`config.mk`:
```
export PLATFORM = sky130hd
export DESIGN_NAME = seg7_display_ctrl
export DESIGN_NICKNAME = d
export VERILOG_FILES = /design/src/rtl/seg7_display_ctrl.sv
export SDC_FILE = /design/constraint.sdc
export NUM_CORES = 1
export LEC_CHECK = 0
export ABC_AREA = 1
export CORE_AREA = 5 5 136 138
export DETAILED_ROUTE_END_ITERATION = 16
export DIE_AREA = 0 0 141 143
export GPL_ROUTABILITY_DRIVEN = 0
export HOLD_SLACK_MARGIN = 0.1
export PLACE_DENSITY = 0.64
export SLEW_MARGIN = 10
export SYNTH_ARGS = -nofsm -noshare
export SYNTH_HDL_FRONTEND = slang
export SYNTH_HIERARCHICAL = 1
export SYNTH_SLANG_ARGS = --single-unit
```
`constraint.sdc`:
```
create_clock -name clk -period 1.5 [get_ports clk]
set_clock_uncertainty 0.15 [all_clocks]
set_input_delay 0.3 -clock clk [delete_from_list [all_inputs] [get_ports clk]]
set_output_delay 0.3 -clock clk [all_outputs]
set_load 0.005 [all_outputs]
```
`src/rtl/seg7_display_ctrl.sv`:
```
// Hex seven-segment display controller. It drives captured nibbles either statically (one pin group per digit)
// or multiplexed (one shared bus plus digit enables). It supports blank/blink masks and leading-zero suppression.

module seg7_digit (
  input  logic [3:0] nib,
  input  logic       dp,
  input  logic       dark,
  output logic [6:0] seg,
  output logic       dp_on
);
  logic [6:0] hex;

  always_comb begin
    case (nib)
      4'h0:    hex = 7'h3F;
      4'h1:    hex = 7'h06;
      4'h2:    hex = 7'h5B;
      4'h3:    hex = 7'h4F;
      4'h4:    hex = 7'h66;
      4'h5:    hex = 7'h6D;
      4'h6:    hex = 7'h7D;
      4'h7:    hex = 7'h07;
      4'h8:    hex = 7'h7F;
      4'h9:    hex = 7'h6F;
      4'hA:    hex = 7'h77;
      4'hB:    hex = 7'h7C;
      4'hC:    hex = 7'h39;
      4'hD:    hex = 7'h5E;
      4'hE:    hex = 7'h79;
      default: hex = 7'h71;
    endcase
  end

  assign seg   = dark ? 7'h00 : hex;
  assign dp_on = dp & ~dark;
endmodule

module seg7_display_ctrl #(
  parameter int DIGITS     = 4,
  parameter int ACTIVE_LOW = 1,
  parameter int BLINK_DIV  = 24,
  parameter int SCAN_DIV   = 16
) (
  input  logic                  clk,
  input  logic                  reset_in,
  input  logic [4*DIGITS-1:0]   value_in,
  input  logic [DIGITS-1:0]     dp_in,
  input  logic [DIGITS-1:0]     blank_in,
  input  logic [DIGITS-1:0]     blink_in,
  input  logic                  load,
  input  logic                  lz_suppress,
  output logic [7*DIGITS-1:0]   segs,
  output logic [DIGITS-1:0]     dps,
  output logic [6:0]            mux_seg,
  output logic                  mux_dp,
  output logic [DIGITS-1:0]     mux_en,
  output logic                  blink_phase
);
  localparam int   IDX_W = (DIGITS > 1) ? $clog2(DIGITS) : 1;
  localparam logic OFF   = 1'(ACTIVE_LOW != 0);

  typedef struct packed {
    logic [DIGITS-1:0][3:0] value;
    logic [DIGITS-1:0]      dp;
    logic [DIGITS-1:0]      blank;
    logic [DIGITS-1:0]      blink;
  } disp_cfg_t;

  disp_cfg_t              cfg_r, cfg_in;
  logic [BLINK_DIV-1:0]   blink_cnt;
  logic [SCAN_DIV-1:0]    scan_cnt;
  logic [IDX_W-1:0]       scan_idx;

  logic [DIGITS-1:0][3:0] nib_r;
  logic [DIGITS-1:0]      dp_r;
  logic [DIGITS-1:0]      dark;
  logic [DIGITS-1:0][6:0] seg_on;
  logic [DIGITS-1:0]      dp_on;

  logic [6:0]             sel_seg;
  logic                   sel_dp;
  logic [DIGITS-1:0]      sel_en;

  assign cfg_in = {value_in, dp_in, blank_in, blink_in};
  assign nib_r  = cfg_r.value;
  assign dp_r   = cfg_r.dp;

  // The zero run is scanned from the top digit down. Digit 0 is never suppressed, so a value of zero still shows "0".
  always_comb begin
    logic run;
    run  = 1'b1;
    dark = '0;
    for (int k = DIGITS-1; k >= 0; k--) begin
      run     = run & (cfg_r.value[k] == 4'h0);
      dark[k] = cfg_r.blank[k] | (cfg_r.blink[k] & blink_phase) |
                (lz_suppress & run & (k != 0));
    end
  end

  seg7_digit u_digit [DIGITS-1:0] (
    .nib   (nib_r),
    .dp    (dp_r),
    .dark  (dark),
    .seg   (seg_on),
    .dp_on (dp_on)
  );

  // The enable is held off for the first cycle of each slot. This lets the shared bus settle before the next digit lights.
  always_comb begin
    sel_seg = '0;
    sel_dp  = 1'b0;
    sel_en  = '0;
    for (int k = 0; k < DIGITS; k++) begin
      if (scan_idx == IDX_W'(k)) begin
        sel_seg   = seg_on[k];
        sel_dp    = dp_on[k];
        sel_en[k] = (scan_cnt != '0);
      end
    end
  end

  always_ff @(posedge clk) begin
    if (!reset_in) begin
      cfg_r.value <= '0;
      cfg_r.dp    <= '0;
      cfg_r.blank <= '1;
      cfg_r.blink <= '0;
      blink_cnt   <= '0;
      blink_phase <= 1'b0;
      scan_cnt    <= '0;
      scan_idx    <= '0;
      segs        <= {(7*DIGITS){OFF}};
      dps         <= {DIGITS{OFF}};
      mux_seg     <= {7{OFF}};
      mux_dp      <= OFF;
      mux_en      <= {DIGITS{OFF}};
    end else begin
      if (load) cfg_r <= cfg_in;
      blink_cnt <= blink_cnt + 1'b1;
      if (&blink_cnt) blink_phase <= ~blink_phase;
      scan_cnt <= scan_cnt + 1'b1;
      if (&scan_cnt)
        scan_idx <= (scan_idx == IDX_W'(DIGITS-1)) ? '0 : scan_idx + 1'b1;
      segs    <= seg_on ^ {(7*DIGITS){OFF}};
      dps     <= dp_on ^ {DIGITS{OFF}};
      mux_seg <= sel_seg ^ {7{OFF}};
      mux_dp  <= sel_dp ^ OFF;
      mux_en  <= sel_en ^ {DIGITS{OFF}};
    end
  end
endmodule

```
=== Yosys cells after proc, flatten, opt, wreduce, memory -nomap -nowiden ===
Memories as Yosys holds them, arrays and structs flattened. A register that Yosys moved wholly into a read port is not among the register bits.
Cells that the tools add are included.

* Add/subtract/negate cells: 3
* Equality and inequality tests: 3
* Mux-type cells: 25
* Bitwise gates (word level): 30
* Reduce and logical (&&, ||, !) cells: 7

{| class="wikitable"
|+ Operator list
! kind !! count
|-
| 2-to-1 mux 7 bit || 8
|-
| 2-to-1 mux 4 bit || 8
|-
| inverter 28 bit || 1
|-
| adder 24 x 1 -> 24 bit, second input constant || 1
|-
| AND reduction 24 bit || 1
|-
| adder 16 x 1 -> 16 bit, second input constant || 1
|-
| AND reduction 16 bit || 1
|-
| nonzero test 16 bit || 1
|-
| bitwise AND 1 bit || 13
|-
| zero test 4 bit || 3
|-
| 2-to-1 mux 1 bit || 8
|-
| inverter 4 bit || 2
|-
| inverter 7 bit || 1
|-
| OR 1 bit || 7
|-
| inverter 1 bit || 6
|-
| == test 2 bit, second input constant || 2
|-
| adder 2 x 1 -> 2 bit, second input constant || 1
|-
| == test 2 x 1 -> 1 bit, second input constant || 1
|-
| zero test 2 bit || 1
|-
| 2-to-1 mux 2 bit || 1
|}

* Flip-flop bits (word level): 115
* ROM bits: 448
* Bits of input ports: 32
* Output and inout port bits: 45
* Word-level logic and storage cells: 88
* Memories kept: 4

{| class="wikitable"
|+ Memories
! name !! depth !! width !! rd ports !! clocked after memory_dff !! write ports !! RTL line !! text
|-
| (no name shown) || 16 || 7 || 1 || 1 || 0 || 14 || <nowiki>case (nib)</nowiki>
|-
| (no name shown) || 16 || 7 || 1 || 1 || 0 || 14 ||
|-
| (no name shown) || 16 || 7 || 1 || 1 || 0 || 14 ||
|-
| (no name shown) || 16 || 7 || 1 || 1 || 0 || 14 ||
|}

=== Logic depth before layout (Yosys ltp) ===
* Depth after elaboration: 11
* Gate-level depth with buffers: 11
* Gate-level depth less buffers: 11

=== Hierarchy ===
The synthesis kept the hierarchy.

{| class="wikitable"
|+ Modules (own cells, without submodules)
! module !! instances !! cells an instance !! area an instance (sq um) !! sequential area each (sq um)
|-
| seg7_display_ctrl || 1 || 603 || 4,569.4 || 2,302.2
|-
| seg7_digit (u_digit[0] ...) || 3 || 56 || 327.8 || 0.0
|-
| seg7_digit (u_digit[1]) || 1 || 50 || 310.3 || 0.0
|}

=== Worst setup path before layout ===
Ideal clock, no wire load.

* Kind: register -> register
* From: register cfg_r[24] (netlist bit)
* To: register mux_seg[2]
* Library setup time: 0.119 ns
* Data arrival time: 1.363 ns
* Data required time: 1.231 ns
* Slack: -0.132 ns
* Cell stages (with the launch flop): 12
* Path buffers: 0
* Period minus slack after synthesis: 1.632 ns
* Cells stage by stage: dfxtp_1 nor2_1 nand3_1 inv_1 nand3_1 nand2_1 inv_1 o21ai_0 a21oi_1 a22oi_1 o21ai_0 nand2_1

{| class="wikitable"
|+ RTL lines
! item !! RTL line !! text
|-
| start, declared || 69 || <nowiki>disp_cfg_t cfg_r, cfg_in;</nowiki>
|-
| start signal, assigned || 138 || <nowiki>if (load) cfg_r <= cfg_in;</nowiki>
|-
| end signal, assigned || 134 || <nowiki>mux_seg <= {7{OFF}};</nowiki>
|-
| end signal, assigned || 146 || <nowiki>mux_seg <= sel_seg ^ {7{OFF}};</nowiki>
|-
| end, declared || 54 || <nowiki>output logic [6:0] mux_seg,</nowiki>
|}

==> impl_table.tex <==
\begin{tabular}{lr}
\hline
Metric & Value \\
\hline
\multicolumn{2}{l}{\textbf{Timing}} \\
\quad Worst max-slew margin expressed relative to the limit & 0.731 \\
\quad Worst path setup slack after routing & -0.194 ns \\
\quad Setup repair after global routing missed its margin & true \\
\quad Number of endpoints with negative hold slack in the final report & 0 \\
\quad Worst slack on hold paths & 0.191 ns \\
\quad Post-route setup TNS & -1.32 ns \\
\quad Final cycle utilization of the critical path & 1.13 \\
\quad Pins Over Slew Limit & 0 \\
\quad Post-layout minimum cycle time & around 1.7 ns \\
\quad F\_max & just under 0.6 GHz \\
\quad Final Setup Violations & 19 \\
\quad Slew at the pin with the worst max-slew slack & $\sim$0.40 ns \\
\multicolumn{2}{l}{\textbf{Flow run}} \\
\quad Max-capacitance violation count & 0 \\
\multicolumn{2}{l}{\textbf{Floorplan}} \\
\quad Width of the chip & $\sim$140 um \\
\quad Area of the core & around 17,000 sq um \\
\quad Number of cell rows & between 40 and 50 \\
\quad Initial core utilization & 0.344 \\
\quad Vertical extent of the die & $\sim$140 um \\
\quad DIE AREA & 20,200 sq um \\
\quad Number of top-level pins & 77 \\
\multicolumn{2}{l}{\textbf{Yosys}} \\
\quad Cell count after synthesis & 821 \\
\quad Netlist cell types & 35 \\
\quad Fraction of the yosys area taken by sequential cells & 0.393 \\
\quad Number of flops mapped to enable cells by yosys & 0 \\
\quad FF+latch count, synth & about 120 \\
\quad Post-synth top area cell & sky130\_fd\_sc\_hd\_\_dfxtp\_1 \\
\quad Average cell area after synthesis & 7.14 sq um \\
\quad FFs w/ async S/R, synth & 0 \\
\quad Most frequent cell after synthesis & sky130\_fd\_sc\_hd\_\_nand2\_1 \\
\quad Count of yosys warnings during synthesis & 6 \\
\quad Most area-consuming cells after synthesis & sky130\_fd\_sc\_hd\_\_dfxtp\_1 (39\%), sky130\_fd\_sc\_hd\_\_nand2\_1 (11\%), sky130\_fd\_sc\_hd\_\_nor2\_1 (9.7\%), sky130\_fd\_sc\_hd\_\_ha\_1 (6.6\%), sky130\_fd\_sc\_hd\_\_nand3\_1 (5.0\%) \\
\quad Share of Yosys cell area claimed by the top area cell type & 0.393 \\
\quad Post-synthesis net count & 884 \\
\quad Cell Area, Synth & about 6000 sq um \\
\quad Leading cell types by count after synthesis & sky130\_fd\_sc\_hd\_\_nand2\_1 (177), sky130\_fd\_sc\_hd\_\_nor2\_1 (151), sky130\_fd\_sc\_hd\_\_dfxtp\_1 (115), sky130\_fd\_sc\_hd\_\_inv\_1 (75), sky130\_fd\_sc\_hd\_\_nand3\_1 (59) \\
\quad Leading register cell type out of synthesis & sky130\_fd\_sc\_hd\_\_dfxtp\_1 \\
\multicolumn{2}{l}{\textbf{Power and ir drop}} \\
\quad Part of the total power dissipated in the clock network & 0.496 \\
\quad Sequential Power Share & 0.370 \\
\quad Cell Int Power & 6.70 mW \\
\quad Tot Pwr & roughly 8.8 mW \\
\quad Pwr dens & a little over 1000 nW/um\^{}2 \\
\quad Switching power total & between 2 and 2.5 mW \\
\quad Switching power share of the total & 0.238 \\
\quad Leak & 3.45 nW \\
\quad Proportion of power drawn by combinational gates & 0.135 \\
\quad Peak supply drop & about 980 uV \\
\multicolumn{2}{l}{\textbf{Status}} \\
\quad Run status & finished, violations left \\
\quad Violated checks & negative setup slack \\
\multicolumn{2}{l}{\textbf{Drt}} \\
\quad Drt first-iter violations & between 300 and 400 \\
\quad Routed vias/inst & 4.68 \\
\quad Post-route DRC & 0 \\
\quad TritonRoute pass-1 iters & 5 \\
\quad Vias & about 5,700 \\
\quad Highest routed layer & met4 \\
\quad Post-DR wirelength/cell & between 10 and 15 um \\
\quad Detail Route met2 WL & around 7800 um \\
\quad Final ANT Viol Nets & 0 \\
\quad DR WL met3 & about 750 um \\
\quad Final Routed Wirelength & between 15,000 and 20,000 um \\
\quad Met1 wire length & around 7500 um \\
\multicolumn{2}{l}{\textbf{Layout}} \\
\quad Share of cells above drive strength 1 & 0.308 \\
\quad Number of inserted filler cells in the final layout & 1,663 \\
\quad Syn-to-layout area delta & 46.8\% \\
\quad Post-route non-filler standard cell count & 1,226 \\
\quad Fraction of the core area covered by cells at the end of the flow & 0.505 \\
\quad Area of all placed cells without fillers & 8610 sq um \\
\quad Layout Nets & $\sim$1,100 \\
\quad Diode insertion count for antenna repair & 0 \\
\multicolumn{2}{l}{\textbf{Place}} \\
\quad Dpl hpwl & approximately 12,000 um \\
\quad Placed instance count & around 1,200 \\
\quad Buffers added on ports & 76 \\
\quad Placed cell area & 7440 sq um \\
\quad Worst slack after detailed placement & -0.516 ns \\
\multicolumn{2}{l}{\textbf{CTS}} \\
\quad Clk pin slew, worst setup/hold paths & 0.06 ns \\
\quad Clock insertion delay at the later pin of the skew report & around 0.42 ns \\
\quad Library cell used as clock root buffer & sky130\_fd\_sc\_hd\_\_clkbuf\_16 \\
\quad Maximum clock path buffer count & 2 \\
\quad Cts-stage hold buffer count & 0 \\
\quad Total number of H-tree levels & 4 \\
\quad TritonCTS clock tree & yes \\
\quad Number of buffers created by CTS & 17 \\
\quad Number of clock sinks & roughly 120 \\
\multicolumn{2}{l}{\textbf{Critical path}} \\
\quad Critical path endpoint category & flip-flop \\
\quad Family with the most delay on the worst path & simple AND/OR/NAND/NOR gates \\
\quad Category of the most critical setup path & flip-flop to flip-flop \\
\quad Worst-path maximum fanout & 6 \\
\quad Depth of the critical timing path with buffers and inverters included & 9 \\
\quad Depth of the worst register-to-register path & 9 \\
\quad Largest stage delay on the critical path & around 0.36 ns \\
\quad Data required time of the worst path & between 1.5 and 2 ns \\
\quad Reg-to-reg slack, setup & -0.19 ns \\
\quad Cell Chain, Critical Path & buf\_6 -> inv\_6 -> ha\_4 -> nand3b\_1 -> nand3\_2 -> nor2\_4 -> a22oi\_2 -> o21ai\_1 -> nand2\_1 \\
\quad Critical path startpoint category & flip-flop \\
\quad FF-to-FF End & mux\_seg[3]\$\_SDFF\_PN1\_ \\
\quad End of the critical path & mux\_seg[3]\$\_SDFF\_PN1\_ \\
\quad Crit. Startpoint & cfg\_r[16]\$\_SDFFE\_PN0P\_ \\
\quad Worst reg2reg startpoint & cfg\_r[16]\$\_SDFFE\_PN0P\_ \\
\quad Critical path arrival & approximately 1.9 ns \\
\quad Buffering stage count on the worst path with inverters included & 2 \\
\quad Slowest stage cell, crit path & sky130\_fd\_sc\_hd\_\_dfxtp\_2 \\
\multicolumn{2}{l}{\textbf{Global routing}} \\
\quad Number of antenna violations at the first check in global routing & 0 \\
\quad Global-route wire length before repair & around 27,000 um \\
\quad Vias in the first global route & 5,406 \\
\quad Total routing usage reported by global routing & 0.166 \\
\quad Largest net degree at the start of global routing & 29 \\
\quad Total congestion overflow after global routing & 0 \\
\multicolumn{2}{l}{\textbf{Worst hold path}} \\
\quad Hold WC Path Type & input pin to flip-flop \\
\quad Startpoint of the lowest-slack hold path & reset\_in \\
\hline
\end{tabular}
how the worst min path moves through the flow:
stage          cells past startpoint                      end  slack, ns
2_1_floorplan                      1  blink_cnt[0]$_SDFF_PN0_       0.27
3_3_place_gp                       2    cfg_r[7]$_SDFFE_PN1P_       0.29
3_5_place_dp                       2    cfg_r[6]$_SDFFE_PN1P_       0.30
4_1_cts                            3       segs[4]$_SDFF_PN1_       0.19
5_1_grt                            3       segs[4]$_SDFF_PN1_       0.20
6_report                           3       segs[4]$_SDFF_PN1_       0.19
power groups by stage:
stage,sequential [mW],combinational (mW),clock (mW)
final,3.25,1.18,4.36
after global routing,3.27,1.30,4.62
after CTS,3.24,1.08,4.46
after detailed placement,3.31,1.05,0
after global placement,3.31,1.05,0
after floorplan,3.31,0.539,0
final cells by class:
cell class / instances / area, sq um / share of cell area
multi-input cells: 593 / 3480 / 0.405
flip-flops and latches: 115 / 2340 / 0.272
repair buffers: 176 / 1510 / 0.175
clock buffers: 21 / 450 / 0.0523
inverters: 85 / 359 / 0.0417
well taps: 225 / 282 / 0.0327
clock inverters: 11 / 183 / 0.0212
logic make-up (layout without fill, tap and decap cells):
| family | after synthesis | in the layout | synth area share |
|---|---|---|---|
| simple gates | 447 | 447 | 0.345 |
| xor+xnor | 5 | 5 | 0.00747 |
| buf+inv | 113 | 293 | 0.0881 |
| fa+ha+maj | 31 | 31 | 0.0662 |
| compound gates | 110 | 110 | 0.101 |
| flops | 115 | 115 | 0.393 |
cells in the final DEF, fill, tap and decap left out, types with 3 or more instances in the layout:
| cell type | synthesis | final |
|---|---|---|
| sky130_fd_sc_hd__nand2_1 | 177 | 157 |
| sky130_fd_sc_hd__nor2_1 | 151 | 130 |
| sky130_fd_sc_hd__dfxtp_1 | 115 | 94 |
| sky130_fd_sc_hd__buf_4 | 0 | 86 |
| sky130_fd_sc_hd__inv_1 | 75 | 59 |
| sky130_fd_sc_hd__nand3_1 | 59 | 52 |
| sky130_fd_sc_hd__dlygate4sd2_1 | 0 | 43 |
| sky130_fd_sc_hd__o21ai_0 | 50 | 40 |
| sky130_fd_sc_hd__a21oi_1 | 44 | 33 |
| sky130_fd_sc_hd__clkdlybuf4s50_1 | 0 | 30 |
| sky130_fd_sc_hd__nand2_2 | 7 | 24 |
| sky130_fd_sc_hd__nand3_2 | 17 | 22 |
| sky130_fd_sc_hd__nor2_2 | 5 | 20 |
| sky130_fd_sc_hd__inv_2 | 6 | 17 |
| sky130_fd_sc_hd__clkbuf_16 | 0 | 17 |
| sky130_fd_sc_hd__nor2_4 | 10 | 16 |
| sky130_fd_sc_hd__dfxtp_2 | 0 | 16 |
| sky130_fd_sc_hd__ha_1 | 31 | 14 |
| sky130_fd_sc_hd__buf_6 | 8 | 13 |
| sky130_fd_sc_hd__a21oi_2 | 1 | 11 |
| sky130_fd_sc_hd__o21ai_1 | 3 | 11 |
| sky130_fd_sc_hd__ha_4 | 0 | 9 |
| sky130_fd_sc_hd__ha_2 | 0 | 8 |
| sky130_fd_sc_hd__nand4_1 | 7 | 7 |
| sky130_fd_sc_hd__nor3_1 | 8 | 7 |
| sky130_fd_sc_hd__xor2_1 | 5 | 5 |
| sky130_fd_sc_hd__a22oi_2 | 0 | 5 |
| sky130_fd_sc_hd__dfxtp_4 | 0 | 5 |
| sky130_fd_sc_hd__clkinv_2 | 0 | 5 |
| sky130_fd_sc_hd__bufinv_16 | 0 | 5 |
| sky130_fd_sc_hd__inv_4 | 1 | 5 |
| sky130_fd_sc_hd__nand2_4 | 1 | 4 |
| sky130_fd_sc_hd__nand3_4 | 1 | 3 |
| sky130_fd_sc_hd__clkbuf_1 | 9 | 3 |
| sky130_fd_sc_hd__inv_8 | 3 | 3 |
layer usage:
layer	track usage	vias up
met3	0.0412	34
li1	-	2959
met1	0.211	2614
met4	0.0719	0
met5	0	-
met2	0.268	136
flip-flops by register name, indices dropped and copies added (netlist names):
register     count
segs            28
cfg_r           24
mux_dp           1
scan_cnt        16
blink_cnt       24
scan_idx         2
mux_en           4
dps              4
blink_phase      1
dp_r             4
mux_seg          7
tightest hold or removal path, stage by stage:
cell	delay, ns
sky130_fd_sc_hd__buf_2	0.17
sky130_fd_sc_hd__buf_4	0.19
sky130_fd_sc_hd__nand2_1	0.07
timing repair:
item,in CTS,in global routing
setup endpoints to repair,83,63
cloned,0,0
resized for setup,106,100
setup buffers,5,9
pin swaps,33,41
(Power assumes the default switching activity.)
